File: src/rtl/fetch_pc.sv
// fetch_pc: instruction fetch program counter.
//
// Produces the fetch byte address for the instruction memory and decides each
// cycle where fetch goes next. Priority while enabled:
//   flush > stall[0] > live branch > pending redirect > sequential (pc + 4).
// A branch that arrives while fetch is stalled cannot be applied, so its
// target is parked in a pending register and applied on the first cycle
// after the stall releases, unless something of higher priority wins first.
//
// Ports:
//   clk                      - clock, all state changes on the rising edge
//   rst                      - synchronous active-high reset
//   stall[5:0]               - pipeline stall vector, only stall[0] is used
//   flush                    - redirect fetch to new_pc (beats stall)
//   new_pc[31:0]             - flush target address
//   branch_flag_i            - branch taken, from decode
//   branch_target_address_i  - branch target address
//   pc[31:0]                 - registered fetch address
//   ce                       - registered instruction memory chip enable
//   redirect_pending_o       - registered: a stalled branch is waiting
//   fetch_misalign_o         - registered: pc is not word aligned
//
// Configuration macro: FETCH_ALIGN_CHECK_EN
//   defined   -> fetch_misalign_o flags any enabled pc with pc[1:0] != 0
//   undefined -> fetch_misalign_o is tied to 0, no alignment logic exists

module fetch_pc (
  input  logic        clk,
  input  logic        rst,
  input  logic [5:0]  stall,
  input  logic        flush,
  input  logic [31:0] new_pc,
  input  logic        branch_flag_i,
  input  logic [31:0] branch_target_address_i,
  output logic [31:0] pc,
  output logic        ce,
  output logic        redirect_pending_o,
  output logic        fetch_misalign_o
);

  logic        pend_valid;
  logic [31:0] pend_target;

  logic [31:0] pc_next;
  logic        pend_valid_next;
  logic [31:0] pend_target_next;

  // Only the fetch hold bit of the stall vector matters to this stage.
  logic unused_stall;
  assign unused_stall = ^stall[5:1];

  // Next-state selection. While ce is still 0 (first cycle out of reset) the
  // pc is pinned at 0 so the first enabled fetch address is 0x00000000.
  always_comb begin
    pc_next          = pc;
    pend_valid_next  = pend_valid;
    pend_target_next = pend_target;

    if (!ce) begin
      pc_next = 32'h0000_0000;
    end else if (flush) begin
      pc_next         = new_pc;
      pend_valid_next = 1'b0;
    end else if (stall[0]) begin
      // Hold; a later branch in the same stall replaces an earlier one.
      if (branch_flag_i) begin
        pend_valid_next  = 1'b1;
        pend_target_next = branch_target_address_i;
      end
    end else if (branch_flag_i) begin
      pc_next         = branch_target_address_i;
      pend_valid_next = 1'b0;
    end else if (pend_valid) begin
      pc_next         = pend_target;
      pend_valid_next = 1'b0;
    end else begin
      // Natural 32-bit overflow gives the wrap from 0xFFFFFFFC to 0.
      pc_next = pc + 32'd4;
    end
  end

  always_ff @(posedge clk) begin
    if (rst) begin
      ce          <= 1'b0;
      pc          <= 32'h0000_0000;
      pend_valid  <= 1'b0;
      pend_target <= 32'h0000_0000;
    end else begin
      ce          <= 1'b1;
      pc          <= pc_next;
      pend_valid  <= pend_valid_next;
      pend_target <= pend_target_next;
    end
  end

  assign redirect_pending_o = pend_valid;

`ifdef FETCH_ALIGN_CHECK_EN
  // Registered alongside pc so the flag lines up with the address it
  // describes. ce is always 1 after a non-reset edge, and pc_next is 0
  // while ce was 0, so no explicit ce term is needed here.
  logic misalign;

  always_ff @(posedge clk) begin
    if (rst) begin
      misalign <= 1'b0;
    end else begin
      misalign <= |pc_next[1:0];
    end
  end

  assign fetch_misalign_o = misalign;
`else
  assign fetch_misalign_o = 1'b0;
`endif

endmodule

File: config.mk
export PLATFORM = sky130hd
export DESIGN_NAME = fetch_pc
export DESIGN_NICKNAME = d
export VERILOG_FILES = /design/src/rtl/fetch_pc.sv
export SDC_FILE = /design/constraint.sdc
export NUM_CORES = 1
export LEC_CHECK = 0
export CAP_MARGIN = 0
export CORE_MARGIN = 4
export CORE_UTILIZATION = 35
export DETAILED_ROUTE_END_ITERATION = 16
export PLACE_DENSITY = 0.73
export RECOVER_POWER = 25
export SETUP_SLACK_MARGIN = 0.1
export SKIP_CTS_REPAIR_TIMING = 1
export SLEW_MARGIN = 40
export SYNTH_ARGS = -nofsm -noshare
export SYNTH_HDL_FRONTEND = slang
export SYNTH_SLANG_ARGS = --single-unit
export TNS_END_PERCENT = 50
File: constraint.sdc
create_clock -name clk -period 2.45 [get_ports clk]
set_input_delay 0.735 -clock clk [delete_from_list [all_inputs] [get_ports clk]]
set_output_delay 0.735 -clock clk [all_outputs]
set_load 0.05 [all_outputs]
* Word-level counts from Yosys, hierarchy flattened
Index checks and enable logic that the tools add are counted.
** Storage, ports and cells
- Flip-flop bits (word level) :: 66
- Bits in writable memories :: 0
- Output and inout bits :: 35
- Logic and storage cells :: 20
- Bits in latches :: 0
- Bits in read-only memories :: 0
- Input bits :: 74
- Memories kept :: 0
** Cells by class
- Multipliers :: 0
- Shift operators :: 0
- Reduce and logical (&&, ||, !) cells :: 3
- Div/mod/pow operators :: 0
- Eq/ne operators :: 2
- Bitwise gates (word level) :: 2
- Multiplexer cells :: 8
- Magnitude comparators :: 0
- $add $sub $neg :: 1
** Operator list (count)
- $mux W32 :: 4
- $add A32 B3 Y32 const B :: 1
- $mux W1 :: 4
- $reduce_and A4 Y1 :: 1
- $ne A3 B1 Y1 const B :: 1
- $ne A2 B1 Y1 const B :: 1
- $not A1 Y1 :: 2
- $reduce_and A2 Y1 :: 1
- $reduce_or A2 Y1 :: 1

* Logic depth before layout (Yosys ltp)
Gate-level depths: netlist of the first run.
- Word-level depth :: 5
- Gate-level depth with buffers :: 8
- Mapped depth without buffers :: 6

* Least setup slack after synthesis of the first run
OpenSTA, ideal clock, no wires.
- Path type :: register to register
- Start :: reg pc[4]
- End :: reg pc[31]
- Setup slack :: 39 ps
- Clock period less this slack :: 2411 ps
- Arrival :: 2294 ps
- Cell stages (with the launch flop) :: 7
- Library setup time :: 117 ps
- Data required time :: 2333 ps
- Buffers on the path :: 1
- Path through :: dfxtp_1 -> nand3_1 -> or4_1 -> clkbuf_2 -> or4b_1 -> mux2i_1 -> nor2_1
** On the way
- Word-level cells in the longest chain between the ends :: 5
** RTL lines
- from (decl) :: RTL line 35 : output logic [31:0] pc,
- from (signal assigned) :: RTL line 90 : pc <= pc_next;
- $add A32 B3 Y32 :: RTL line 78 : pc_next = pc + 32'd4;
- $mux W32 :: RTL line 73 : end else if (pend_valid) begin
- $mux W32 :: RTL line 70 : end else if (branch_flag_i) begin
- $mux W32 :: RTL line 64 : end else if (stall[0]) begin
- $mux W32 :: RTL line 61 : end else if (flush) begin
No other way between the ends. The select of a mux whose other input is x is not followed.
A chain may end at the register's enable or synchronous reset.

* Worst setup path after layout of the first run
- Start :: reg pc[24]
- End :: out pc[24]
No word-level cell between the ends.

==> impl_metrics.tcl, run 1 <==
set metrics [dict create \
    status "finished, final reports clean" \
    syn_area_mm2 0.00388 \
    min_period_ns 2.38 \
    finClkSkew_ns 0.0111 \
    antenna_found_initial 0 \
    cpPeakStageDelay_ns 0.85 \
    cp-end-kind "output pin" \
    htreeDepth 3 \
    clock.fmax_mhz 419 \
    syn_avg_cell_area_um2 7.16 \
    synth-async-reset-ratio_pct 0 \
    tns_ns 0 \
    rows 38 \
    drtIter0Drc 452 \
    relSlewSlack_pct 57.7 \
    clock-sinks 66 \
    ys_seq_area_share_pct 34.0 \
    path_buf_inv 1 \
    io_buffers 102 \
    syn_to_final_growth_pct 39.5 \
    path_cells "clkdlybuf4s50_1" \
    die_h_um 113 \
    place_hpwl_um 10000 \
    place.gp.congestion 0.933 \
    grt_overflow_total 0 \
    synth-main-ff-cell "dfxtp_1" \
    p_leak_uw 0.00196 \
    r2r.worst_path.cells 5 \
    netlist_instances 542 \
    use_met2_pct 34.1 \
    cts_tree "yes" \
    path_class "reg2out" \
    worstSkewPairLatency_ns 0.36 \
    placed_cell_area_mm2 0.00527 \
    yosys.area.top_type "dfxtp_1" \
    post_drt_wl_per_cell_um 17.1 \
    ys_types 60 \
    crit_path_end "pc[24]" \
    worst-endpoint-arrival_ns 1.65 \
    worst_pin_slew_ns 0.637 \
    avgViaCountPerCell 5.56 \
    use_met3_pct 5.24 \
    dr_total_vias 4463 \
    synth_top_area_share_pct 34.0 \
    root_buffer "clkbuf_8" \
    startpoint "pc[24]" \
    timing.rr.end "pc[31]" \
    cp.depth 1 \
    r2r_setup_slack_ns 0.13 \
    critical-path-top-delay-family "buffers and inverters" \
    grt_pass1_vias 4351 \
    numCtsBuffers 9 \
    antennaDiodeCount 0 \
    syn-num-nets 617 \
    die_w_um 113 \
    grt_max_degree 45 \
    dieArea_mm2 0.0128 \
    path_clk_slew_ns 0.08 \
    finalInstanceArea_mm2 0.00542 \
    vdd.ir_drop.worst_uv 293 \
    ys_top_cells_by_area "dfxtp_1 (34%), nand2_1 (11%), a21oi_1 (9.2%)" \
    yosys_register_bits 66 \
    yosysWarnings 0 \
    slew_viol_final 0 \
    grtUsageTotal_pct 21.4 \
    min_from "pend_target[22]" \
    worstPathRequired_ns 1.71 \
    met1_usage_pct 28.7 \
    layout_common_cells "nand2_1 (112), clkdlybuf4s50_1 (84), a21oi_1 (71), dfxtp_1 (60), o21ai_0 (38)" \
    initial_core_util_pct 35.8 \
    regToRegStartpoint "pc[10]" \
    drc_errors 0 \
    busiest_layer "met2" \
    setup_viol 0 \
    ios 109 \
    power.density_mw_per_mm2 513 \
    grt_pass1_wl_um 22200 \
    hold_viol_final 0 \
    cp_slowest_cell "clkdlybuf4s50_1" \
    fin_nets 732 \
    crit_fanout 6 \
    finalCritPeriodShare_pct 97.3 \
    synth_edf_count 0 \
    final_common_cell "nand2_1" \
    drv_cap 0 \
    ant_nets 0 \
    rsz0062_at_grt "true" \
    start_kind "flop" \
    worstHoldPathType "reg2reg" \
    coreArea_mm2 0.0108 \
    routed_wl_um 13700 \
    clock_path_buffers 2 \
    drive_above_1_share_pct 11.0 \
    first_pass_iters 5 \
]
registers in the layout, summed over array words and instances (netlist names):
signal	cells
pc	32
pend_target	32
ce	1
redirect_pending_o	1
synth_stat cells, drive strengths merged, types with 2 or more instances:
master,number
nand2,112
a21oi,71
dfxtp,66
clkbuf,38
o21ai,38
nor2,23
nand3,20
a211oi,12
inv,12
a31oi,10
nor3,10
and3,9
nand4,9
xor2,9
mux2i,8
nor3b,7
o211ai,6
o221ai,6
xnor2,6
and4,5
buf,5
nor4,5
a311oi,4
nand2b,4
a221oi,3
and2,3
nor2b,3
o311ai,3
or2,3
a211o,2
nand3b,2
o21a,2
o31a,2
o41ai,2
or4,2
cell families (layout without fill, tap and decap cells):
family / after synthesis / after routing / share of synthesized area (%)
AOI/OAI and AO/OA: 170 / 170 / 26.5
xor gates and xnor gates: 15 / 15 / 3.38
DFF: 66 / 66 / 34.0
and+or+nand+nor: 224 / 224 / 27.7
adders and majority gates: 1 / 1 / 0.322
buffers and inverters: 56 / 176 / 5.54
other: 1 / 1 / 0.0966
muxes: 9 / 9 / 2.35
per-layer routing:
layer  wire (um)  up-vias
li1            -     2172
met1        5990     2074
met2        6470      196
met3        1070       21
met4         201        0
met5           0        -
area by class of cell:
type                       instances  area, um2
clock buffer                      11        141
clock inverter                     5       77.6
fill                            1083       5420
inverter                          13       48.8
multi-input combinational        420       2350
sequential                        66       1330
tap                              140        175
timing repair buffer             147       1300
worst min path at each step:
stage | cells after the start | end | slack [ns]
after global placement | 2 | pend_target[31] | 0.44
after detailed placement | 2 | pend_target[22] | 0.44
final | 2 | pend_target[22] | 0.45
after floorplan | 2 | pend_target[13] | 0.43
after global routing | 2 | pend_target[26] | 0.47
after CTS | 2 | pend_target[22] | 0.45
stage by stage:
stage                     hold slack, ns  power, uW  std cells  setup WS [ns]  utilization [%]
after floorplan                    0.431       1480        542          0.116                -
after global placement             0.437       1760        786        -0.0347             48.6
after detailed placement           0.444       1760        786        -0.0328             48.6
after CTS                          0.454       2790        802        0.00763             50.7
after global routing               0.473       2880        802         0.0195             50.0
final                              0.455       2780        802         0.0657             50.0
report_power, final:
group | leakage (uW) | switching (uW) | internal [uW]
Combinational | 0.00131 | 327 | 248
Clock | 0.000109 | 449 | 598
Sequential | 0.000540 | 45.9 | 1110
(Power assumes the default switching activity.)
==> run 2: changes to the inputs <==
Settings changed: CORE_UTILIZATION 35 to 30, PLACE_DENSITY 0.73 to 0.65.
==> run 2 against run 1 <==
Effect of this change: combinational power increased by 1%; final area increased by 2.8%; critical path depth unchanged; via count about the same; worst hold slack got worse by 0.0056 ns; sequential share of layout area decreased by 0.66 points; routed wire length increased by 4.7%; highest routed layer unchanged; count of clock-buffer cells in the layout unchanged; critical path type unchanged; final cell count increased by 3.9%.
==> impl_metrics.tcl, run 2 (same netlist as run 1, synthesis figures left out) <==
set metrics [dict create \
    vdd.ir_drop.worst_uv 342 \
    finClkSkew_ns 0.00503 \
    worstHoldPathType "reg2reg" \
    clock-sinks 66 \
    htreeDepth 3 \
    grt_pass1_wl_um 22400 \
    place_hpwl_um 10800 \
    placed_cell_area_mm2 0.00531 \
    path_cells "clkdlybuf4s50_1" \
    die_w_um 122 \
    reg_top3 "pc x32, pend_target x32" \
    path_buf_inv 1 \
    p_leak_uw 0.00209 \
    finalCritPeriodShare_pct 96.6 \
    worst-endpoint-arrival_ns 1.63 \
    grt_overflow_total 0 \
    grt_pass1_vias 4282 \
    worstPathRequired_ns 1.71 \
    ios 109 \
    power.density_mw_per_mm2 525 \
    worstSkewPairLatency_ns 0.33 \
    drtIter0Drc 403 \
    setup_viol 0 \
    drv_cap 0 \
    critical-path-top-delay-family "buffers and inverters" \
    min_from "pend_target[22]" \
    finalInstanceArea_mm2 0.00557 \
    clock_path_buffers 2 \
    placed_cells 817 \
    timing.rr.end "pc[31]" \
    regToRegStartpoint "pc[10]" \
    instances_no_fill 833 \
    cp-end-kind "output pin" \
    initial_core_util_pct 30.6 \
    start_kind "flop" \
    grt_max_degree 28 \
    avgViaCountPerCell 5.36 \
    drive_above_1_share_pct 11.2 \
    antenna_found_initial 0 \
    die_h_um 122 \
    dieArea_mm2 0.0148 \
    routed_wl_um 14400 \
    cts_tree "yes" \
    r2r.worst_path.cells 5 \
    r2r_setup_slack_ns 0.27 \
    cpPeakStageDelay_ns 0.85 \
    holdPathStages 2 \
    path_class "reg2out" \
    post_drt_wl_per_cell_um 17.3 \
    place.gp.congestion 0.916 \
    cp_slowest_cell "clkdlybuf4s50_1" \
    crit_fanout 7 \
    slew_viol_final 0 \
    final_common_cell "nand2_1" \
    path_clk_slew_ns 0.06 \
    io_buffers 102 \
    numCtsBuffers 9 \
    first_pass_iters 5 \
    root_buffer "clkbuf_16" \
    fin_ws_ns 0.0831 \
    power.total_uw 2920 \
    antennaDiodeCount 0 \
    clock.fmax_mhz 422 \
    min_period_ns 2.37 \
    syn_to_final_growth_pct 43.4 \
    tns_ns 0 \
    rows 41 \
    ant_nets 0 \
    rsz0062_at_grt "true" \
    hold_viol_final 0 \
    drc_errors 0 \
    grtUsageTotal_pct 19.2 \
    worst_pin_slew_ns 0.603 \
    coreArea_mm2 0.0127 \
    relSlewSlack_pct 60.0 \
    status "finished, final reports clean" \
    dpl_worst_slack_ns 0.0855 \
    fin_nets 731 \
    layout_common_cells "nand2_1 (112), clkdlybuf4s50_1 (86), a21oi_1 (71), dfxtp_1 (60)" \
    dr_total_vias 4461 \
    hold_end "pend_target[22]" \
]
==> run 2: cell count changes in the layout (fill, tap and decap cells not counted) <==
cell,change
clkbuf_16,+9
buf_4,+1
clkinv_4,+1
clkbuf_1,-8
clkbuf_8,-10
clkinv_2,+1
clkbuf_2,-1
clkdlybuf4s50_1,+2
dlymetal6s2s_1,+6
buf_2,+1
dlygate4sd3_1,-1
bufinv_16,-2
nor4_2,+1
nor4_1,-1
==> run 2: where the power goes <==
group	internal, uW	switching (uW)
logic	256	325
registers	1110	49.9
clock network	682	500
total	2050	875
==> run 2: layout make-up <==
cell class	count	area, um2
sequential	66	1330
clock buffer	11	233
clock inverter	5	31.3
multi-input combinational	420	2350
tap	172	215
inverter	13	48.8
timing repair buffer	146	1360
fill	1327	7100
==> run 2: how the worst max path moves through the flow <==
| stage | from | to | slack, ns | cells after the start |
|---|---|---|---|---|
| after global routing | pc[20] | pc[20] | 0.05 | 1 |
| after floorplan | pc[14] | pc[31] | 0.12 | 5 |
| after detailed placement | flush | pc[20] | 0.09 | 6 |
| after CTS | pc[13] | pc[13] | 0.02 | 1 |
| final | pc[23] | pc[23] | 0.08 | 1 |
| after global placement | flush | pc[20] | 0.11 | 6 |
==> run 2: routing by layer <==
layer	routed length [um]	global-route usage, %	vias up
met5	0	0	-
met4	232	6.44	0
met3	1250	4.04	15
met2	6380	29.9	189
met1	6530	26.5	2080
li1	-	-	2177
==> run 2: through the flow <==
step,utilization (%),hold WS (ns)
2_1_floorplan,-,0.431
3_3_place_gp,41.9,0.439
3_5_place_dp,41.9,0.445
4_1_cts,44.0,0.452
5_1_grt,43.9,0.464
6_report,43.9,0.449
